$ cat config.mk
export PLATFORM = sky130hd
export DESIGN_NAME = multicycle_stage_controller
export DESIGN_NICKNAME = d
export VERILOG_FILES = /design/src/rtl/multicycle_stage_controller.sv
export SDC_FILE = /design/constraint.sdc
export NUM_CORES = 1
export LEC_CHECK = 0
export BUFFER_PORTS_ARGS = -buffer_cell sky130_fd_sc_hd__buf_4
export CAP_MARGIN = 5
export CORE_MARGIN = 1
export CORE_UTILIZATION = 40
export DETAILED_ROUTE_END_ITERATION = 8
export HOLD_SLACK_MARGIN = 0.15
export PLACE_DENSITY = 0.65
export REMOVE_ABC_BUFFERS = 1
export SETUP_SLACK_MARGIN = 0.3
export SLEW_MARGIN = 20
export SYNTH_ARGS = -nofsm -noshare
export SYNTH_HDL_FRONTEND = slang
export SYNTH_SLANG_ARGS = --single-unit
$ cat constraint.sdc
create_clock -name clk -period 4.2 [get_ports clk]
set_input_delay 0.21 -clock clk [delete_from_list [all_inputs] [get_ports clk]]
set_output_delay 0.21 -clock clk [all_outputs]
set_load 0.01 [all_outputs]
$ cat src/rtl/multicycle_stage_controller.sv
// Multi-cycle stage sequencer: FETCH/DECODE/EXECUTE/MEM/WRITEBACK strobes.
// Optional STAGE_TIMEOUT_EN traps after TIMEOUT_CYCLES memory wait cycles.
module multicycle_stage_controller #(
  parameter int TIMEOUT_CYCLES = 16,
  parameter int RETIRE_W       = 32
) (
  input  logic                clk,
  input  logic                reset_n,
  input  logic                run,
  input  logic [6:0]          opcode,
  input  logic [4:0]          rd,
  input  logic                branch_taken,
  input  logic                imem_ready,
  input  logic                dmem_ready,
  output logic                imem_req,
  output logic                ir_load,
  output logic                alu_en,
  output logic                dmem_req,
  output logic                memwrite,
  output logic                save_to_reg,
  output logic                pc_en,
  output logic                pc_sel,
  output logic [2:0]          state,
  output logic                busy,
  output logic                trap,
  output logic [RETIRE_W-1:0] retired
);

  typedef enum logic [2:0] {
    IDLE      = 3'd0,
    FETCH     = 3'd1,
    DECODE    = 3'd2,
    EXECUTE   = 3'd3,
    MEM       = 3'd4,
    WRITEBACK = 3'd5,
    TRAP      = 3'd6
  } state_t;

  localparam logic [6:0] OP_R      = 7'b0110011;
  localparam logic [6:0] OP_I      = 7'b0010011;
  localparam logic [6:0] OP_LOAD   = 7'b0000011;
  localparam logic [6:0] OP_STORE  = 7'b0100011;
  localparam logic [6:0] OP_BRANCH = 7'b1100011;
  localparam logic [6:0] OP_JAL    = 7'b1101111;
  localparam logic [6:0] OP_LUI    = 7'b0110111;

  state_t              state_q;
  state_t              state_d;
  logic [RETIRE_W-1:0] retired_q;
  logic                legal;
  logic                is_mem;
  logic                is_store;
  logic                is_branch;
  logic                is_jal;
  logic                timeout;

  always_comb begin
    legal     = 1'b1;
    is_mem    = 1'b0;
    is_store  = 1'b0;
    is_branch = 1'b0;
    is_jal    = 1'b0;
    case (opcode)
      OP_R, OP_I, OP_LUI: ;
      OP_LOAD:   is_mem    = 1'b1;
      OP_STORE: begin
        is_mem   = 1'b1;
        is_store = 1'b1;
      end
      OP_BRANCH: is_branch = 1'b1;
      OP_JAL:    is_jal    = 1'b1;
      default:   legal     = 1'b0;
    endcase
  end

`ifdef STAGE_TIMEOUT_EN
  localparam int CW = $clog2(TIMEOUT_CYCLES + 1);
  logic [CW-1:0] wait_q;
  logic [CW-1:0] wait_d;
  logic          waiting;

  // Counter is zero whenever the current state is not stalled on a ready.
  assign waiting = (state_q == FETCH && !imem_ready) ||
                   (state_q == MEM && !dmem_ready);
  assign wait_d  = waiting ? wait_q + 1'b1 : '0;
  assign timeout = waiting && (wait_q == CW'(TIMEOUT_CYCLES - 1));

  always_ff @(posedge clk or negedge reset_n) begin
    if (!reset_n) wait_q <= '0;
    else          wait_q <= wait_d;
  end
`else
  localparam int unused_timeout_cycles = TIMEOUT_CYCLES;
  assign timeout = 1'b0;
`endif

  always_comb begin
    state_d     = state_q;
    imem_req    = 1'b0;
    ir_load     = 1'b0;
    alu_en      = 1'b0;
    dmem_req    = 1'b0;
    memwrite    = 1'b0;
    save_to_reg = 1'b0;
    pc_en       = 1'b0;
    pc_sel      = 1'b0;
    unique case (state_q)
      IDLE: begin
        if (run) state_d = FETCH;
      end
      FETCH: begin
        imem_req = 1'b1;
        if (imem_ready) begin
          ir_load = 1'b1;
          state_d = DECODE;
        end else if (timeout) begin
          state_d = TRAP;
        end
      end
      DECODE: begin
        state_d = legal ? EXECUTE : TRAP;
      end
      EXECUTE: begin
        alu_en = 1'b1;
        if (is_branch) begin
          pc_en   = 1'b1;
          pc_sel  = branch_taken;
          state_d = run ? FETCH : IDLE;
        end else if (is_mem) begin
          state_d = MEM;
        end else begin
          state_d = WRITEBACK;
        end
      end
      MEM: begin
        dmem_req = 1'b1;
        memwrite = is_store;
        if (dmem_ready) begin
          if (is_store) begin
            pc_en   = 1'b1;
            state_d = run ? FETCH : IDLE;
          end else begin
            state_d = WRITEBACK;
          end
        end else if (timeout) begin
          state_d = TRAP;
        end
      end
      WRITEBACK: begin
        save_to_reg = (rd != 5'd0);
        pc_en       = 1'b1;
        pc_sel      = is_jal;
        state_d     = run ? FETCH : IDLE;
      end
      TRAP: ;
      default: state_d = IDLE;
    endcase
  end

  // Every retirement is exactly one PC update.
  always_ff @(posedge clk or negedge reset_n) begin
    if (!reset_n) begin
      state_q   <= IDLE;
      retired_q <= '0;
    end else begin
      state_q <= state_d;
      if (pc_en) retired_q <= retired_q + 1'b1;
    end
  end

  assign state   = state_q;
  assign busy    = (state_q != IDLE);
  assign trap    = (state_q == TRAP);
  assign retired = retired_q;

endmodule

==> results of run 1 <==
-- power groups by stage --
stage          Combinational [mW]  Clock, mW  Sequential, mW
6_report                    0.310      0.310           0.436
5_1_grt                     0.340      0.332           0.444
4_1_cts                     0.313      0.319           0.436
3_5_place_dp                0.310          0           0.442
3_3_place_gp                0.310          0           0.438
2_1_floorplan               0.155          0           0.442
-- worst max-delay path: cells and delay by family (launching register included) --
family | cells | cell delay [ns]
DFF | 1 | 0.54
buffers and inverters | 2 | 0.68
and+or+nand+nor | 1 | 0.24
AOI/OAI and AO/OA | 2 | 0.87
-- state kept, by name, summed over array words and instances, names as in the netlist --
name,flops
state,3
retired,32
-- worst max path at each step --
stage	from	end	slack, ns	cells past startpoint
global route	state[2]$_DFFE_PN0P_	pc_en	1.12	5
floorplan	state[2]$_DFFE_PN0P_	retired[3]$_DFFE_PN0P_	2.05	6
finish	state[2]$_DFFE_PN0P_	pc_en	1.38	5
global placement	state[2]$_DFFE_PN0P_	pc_en	1.78	5
CTS	state[2]$_DFFE_PN0P_	pc_en	1.35	5
detailed placement	state[2]$_DFFE_PN0P_	pc_en	1.68	5
-- per-stage QoR --
| stage | setup WS, ns | instances | utilization | total power, mW | hold slack, ns |
|---|---|---|---|---|---|
| floorplan | 2.05 | 194 | - | 0.597 | -0.0856 |
| global placement | 1.78 | 323 | 0.527 | 0.748 | 0.190 |
| detailed placement | 1.68 | 323 | 0.527 | 0.752 | 0.190 |
| CTS | 1.35 | 332 | 0.553 | 1.07 | 0.253 |
| global route | 1.12 | 332 | 0.553 | 1.12 | 0.259 |
| finish | 1.38 | 332 | 0.553 | 1.06 | 0.261 |
-- layout make-up --
class / count / area (um2)
Inverter: 8 / 30.0
Timing Repair Buffer: 63 / 475
Clock inverter: 2 / 35.0
Multi-Input combinational cell: 151 / 1050
Clock buffer: 6 / 82.6
Sequential cell: 35 / 876
Fill cell: 475 / 2120
Tap cell: 67 / 83.8
-- placed cells by master, fill, tap and decap left out, types with 2 or more instances in the layout --
cell type and instances:
buf_4 62, dfrtp_1 35, nand2_1 19, xnor2_1 19
nand3_1 15, nor3_1 12, xor2_1 12, nand4_1 11
nor2_1 10, inv_1 8, clkbuf_8 6, and3_1 5
nor4_2 5, nand2b_1 3, or3_1 3, nor2b_1 3
a21oi_1 3, nand3b_1 2, o21a_1 2, and2_1 2
a211oi_1 2, o21ai_0 2, nor4_4 2, nor4b_2 2
-- cell families after synthesis --
family	synth area share
compound gates	0.0676
flops	0.438
fa+ha+maj	0.00626
buf+inv	0.0369
xor+xnor	0.136
simple gates	0.315
-- routing by layer --
metal	part of all wire	global-route usage	vias to the layer above
met4	0.014	0.0654	0
met3	0.032	0.0387	6
li1	-	-	850
met5	0	0	-
met1	0.48	0.244	816
met2	0.47	0.278	32
==> metrics.cfg, run 1 <==
[run_status]
status = finished clean

[route]
totalWireLength_um = 4410
routedWlPerCell_um = 13.3
antenna_left = 0
drt-vias-per-instance = 5.13
drtIter0Drc = 54
remaining_drc_errors = 0
drt_pass1_iterations = 4
via_count = 1704

[layout]
final_cell_area_um2 = 2630
area_growth_pct = 31.7
drive_gt1_frac = 0.313
num_antenna_cells = 0
nets = 283

[sta]
period_needed_ns = 2.82
tightest_slew_ns = 0.915
setup_tns_ns = 0
rsz0062_at_grt = no
final_hold_viol_count = 0
finalSetupViolCount = 0
fin_crit_sh = 0.672
max_freq_ghz = 0.354
slew_violations = 0
max_slew_margin = 0.384
skew_ns = 0.00620

[synthesis]
ys_top_cells_by_count = 35 x dfrtp_1, 19 x nand2_1, 19 x xnor2_1
yosysTopAreaCell = dfrtp_1
netlist_area_um2 = 2000
synth.distinct_cells = 44
syn_avg_cell_area_um2 = 9.94
yosysSeqAreaShare = 0.438
synth_edf_count = 0
yosysWarnings = 0
ys_seq_elements = 35
yosysTopAreaCellShare = 0.438
synth_area_leaders = dfrtp_1 44%, xnor2_1 8.3%, xor2_1 5.3%, nand3_1 3.8%, nand2_1 3.6%
ys.flop_type = dfrtp_1
synth_most_common_cell = dfrtp_1
async_flop_share = 1.00
synthCells = 201

[die]
die_x_um = 72.7
core-area_um2 = 4750
boundaryPins = 63
die_area_um2 = 5280
fp.dieH_um = 72.7
fp-row-count = 25
floorplan.initialDensity = 0.420

[min_path]
hold_start = imem_ready
holdPathStages = 4
holdPathEnd = state[0]$_DFFE_PN0P_
hold_class = in -> reg

[global_route]
grt_overflow_total = 0
grt_pass1_wl_um = 7290
grt_use_total = 0.178
antenna_found_initial = 0
grt_pass1_vias = 1569
grt_max_degree = 36

[setup_path]
crit_fanout = 14
regToRegEndpoint = retired[13]$_DFFE_PN0P_
slowest_stage = o21a_1
path_class = reg -> out
endpoint_kind = output port
startpoint_type = flop
arrival_ns = 2.61
ff2ff_setup_slack_ns = 1.71
rr_worst_depth = 6
slowest_delay_ns = 0.58
crit_chain = nand3b_1, a2bb2oi_1, o21a_1, inv_1, buf_4
cp_data_required_time_ns = 3.99
worst_r2r_startpoint = state[2]$_DFFE_PN0P_

[power]
clock_power_share = 0.294
p_seq_frac = 0.413
power.leakage_nw = 1.10
power_density_nw_per_um2 = 401
p_sw_frac = 0.330
switching_power_mw = 0.348
p_int_mw = 0.708
ir_drop_uv = 352
power_frac_comb = 0.293

[cts]
cts_hold_buf = 1
clockRootBuffer = clkbuf_8
cts_resized = 0
cts_tree = built
clkSlewWorstSetupHoldPaths_ns = 0.07
numCtsBuffers = 5
post-cts-setup-buffer-count = 0
htree_levels = 2
clkSinkCount = 35
clock_path_buffers = 2
clk_latency_ns = 0.29

[flow_run]
cap_violations = 0

[placement]
dp_hpwl_um = 3280
gp_congestion = 0.793
port_buffers = 62
place_area_um2 = 2500

Note: power is estimated with default switching activity, not from simulation.
==> inputs of run 2 (changes only) <==
Clock period 4.2 ns to 2.84 ns, I/O delays scaled along.
==> run 2 against run 1 <==
Critical path depth stayed put. Design area is 0.52% lower. Hold slack worse by 0.049 ns. Via count is 1.1% higher. Die area stayed put. Sequential share of layout area is 0.17 points higher. Clock power is 9.7% higher.
==> metrics.cfg, run 2 (synthesis gave the netlist of run 1 again) <==
[run_status]
status = finished clean

[setup_path]
ff2ff_setup_slack_ns = 0.69
regToRegEndpoint = retired[16]$_DFFE_PN0P_
worst_r2r_startpoint = state[0]$_DFFE_PN0P_
critPathTopFamily = buffers and inverters
crit_chain = nand3b_1, a2bb2oi_1, o21a_1, inv_1, buf_4
crit_fanout = 14
cp_data_required_time_ns = 2.70
rr_worst_depth = 5
path_buf_inv = 2
arrival_ns = 2.05
slowest_delay_ns = 0.57
endpoint_kind = output port
path_class = reg -> out
slowest_stage = dfrtp_1
startpoint_type = flop

[global_route]
grt_max_degree = 36
grt_pass1_vias = 1565
grt_use_total = 0.186
antenna_found_initial = 0
grt_pass1_wl_um = 7600
grt_overflow_total = 0

[layout]
area_growth_pct = 31.0
layout.cells.most_common = buf_4
layout.cells.most_common_list = 65 x buf_4, 35 x dfrtp_1, 19 x nand2_1, 19 x xnor2_1, 15 x nand3_1
nets = 286
largest_reg_flops = 32
num_antenna_cells = 0
drive_gt1_frac = 0.313
final_util = 0.551

[power]
switching_power_mw = 0.515
p_seq_frac = 0.442
clock_power_share = 0.233
p_sw_frac = 0.354
power_density_nw_per_um2 = 556
power_frac_comb = 0.324
ir_drop_uv = 427
power.leakage_nw = 1.09
p_int_mw = 0.941

[placement]
dp_hpwl_um = 3300
port_buffers = 62
pre_cts_slack_ns = 0.718
gp_congestion = 0.829

[cts]
cts_resized = 0
numCtsBuffers = 5
cts_hold_buf = 1
htree_levels = 2
clock_path_buffers = 2
clkSinkCount = 35
clkSlewWorstSetupHoldPaths_ns = 0.06
clk_latency_ns = 0.28
clockRootBuffer = clkbuf_8
cts_tree = built
post-cts-setup-buffer-count = 0

[sta]
finalSetupViolCount = 0
skew_ns = 0.00557
max_freq_ghz = 0.456
finalWorstSetupSlack_ns = 0.649
slew_violations = 0
final_hold_viol_count = 0
max_slew_margin = 0.490
tightest_slew_ns = 0.757
rsz0062_at_grt = no
period_needed_ns = 2.19
fin_crit_sh = 0.772
setup_tns_ns = 0

[die]
floorplan.initialDensity = 0.420
boundaryPins = 63
die_area_um2 = 5280
die_x_um = 72.7
core-area_um2 = 4750
fp-row-count = 25
fp.dieH_um = 72.7

[route]
drtIter0Drc = 96
routedWlPerCell_um = 13.8
via_count = 1723
drt-vias-per-instance = 5.14
remaining_drc_errors = 0
antenna_left = 0
totalWireLength_um = 4630
drt_pass1_iterations = 4

[min_path]
hold_start = imem_ready
holdPathEnd = state[0]$_DFFE_PN0P_
hold_class = in -> reg
holdPathStages = 4

[flow_run]
cap_violations = 0

[run 2: changes by cell type in the layout (fill, tap and decap cells not counted)]
| cell | delta |
|---|---|
| clkbuf_1 | +2 |
| clkbuf_8 | -1 |
| bufinv_16 | -1 |
| buf_4 | +3 |
[run 2: worst max-delay path by stage]
stage                          from  depth (start not counted)  slack, ns                 endpoint
2_1_floorplan  state[2]$_DFFE_PN0P_                          6       0.69   retired[3]$_DFFE_PN0P_
3_3_place_gp   state[2]$_DFFE_PN0P_                          5       0.76  retired[16]$_DFFE_PN0P_
3_5_place_dp   state[2]$_DFFE_PN0P_                          5       0.72  retired[16]$_DFFE_PN0P_
4_1_cts        state[2]$_DFFE_PN0P_                          5       0.65                    pc_en
5_1_grt        state[0]$_DFFE_PN0P_                          5       0.45                    pc_en
6_report       state[0]$_DFFE_PN0P_                          5       0.65                    pc_en
[run 2: cell type report]
type	count	area [um2]
Clock buffer	7	76.3
Clock inverter	1	5.00
Fill cell	456	2140
Inverter	8	30.0
Multi-Input combinational cell	151	1050
Sequential cell	35	876
Tap cell	67	83.8
Timing Repair Buffer	66	498
[run 2: layer usage]
layer	global-route usage	part of all wire	vias up
li1	-	-	850
met3	0.0414	0.036	5
met5	0	0	-
met2	0.304	0.48	40
met4	0.0610	0.010	0
met1	0.245	0.47	828
[run 2: power by group through the flow]
stage / clock network (mW) / logic, mW / registers (mW)
after floorplan: 0 / 0.230 / 0.653
after global placement: 0 / 0.470 / 0.647
after detailed placement: 0 / 0.471 / 0.651
after CTS: 0.352 / 0.475 / 0.642
after global routing: 0.370 / 0.516 / 0.655
final: 0.340 / 0.472 / 0.644
[run 2: tightest hold or removal path, delay by kind of cell]
family / cells / cell delay (ns)
buf+inv: 2 / 0.17
compound gates: 1 / 0.07
simple gates: 1 / 0.07
[run 2: through the flow]
step / cells / power, mW / hold slack, ns / cell area [um2]
finish: 335 / 1.46 / 0.211 / 2620
global route: 335 / 1.54 / 0.203 / 2620
CTS: 335 / 1.47 / 0.198 / 2620
detailed placement: 326 / 1.12 / 0.122 / 2530
global placement: 326 / 1.12 / 0.118 / 2530
floorplan: 194 / 0.883 / -0.154 / 1950
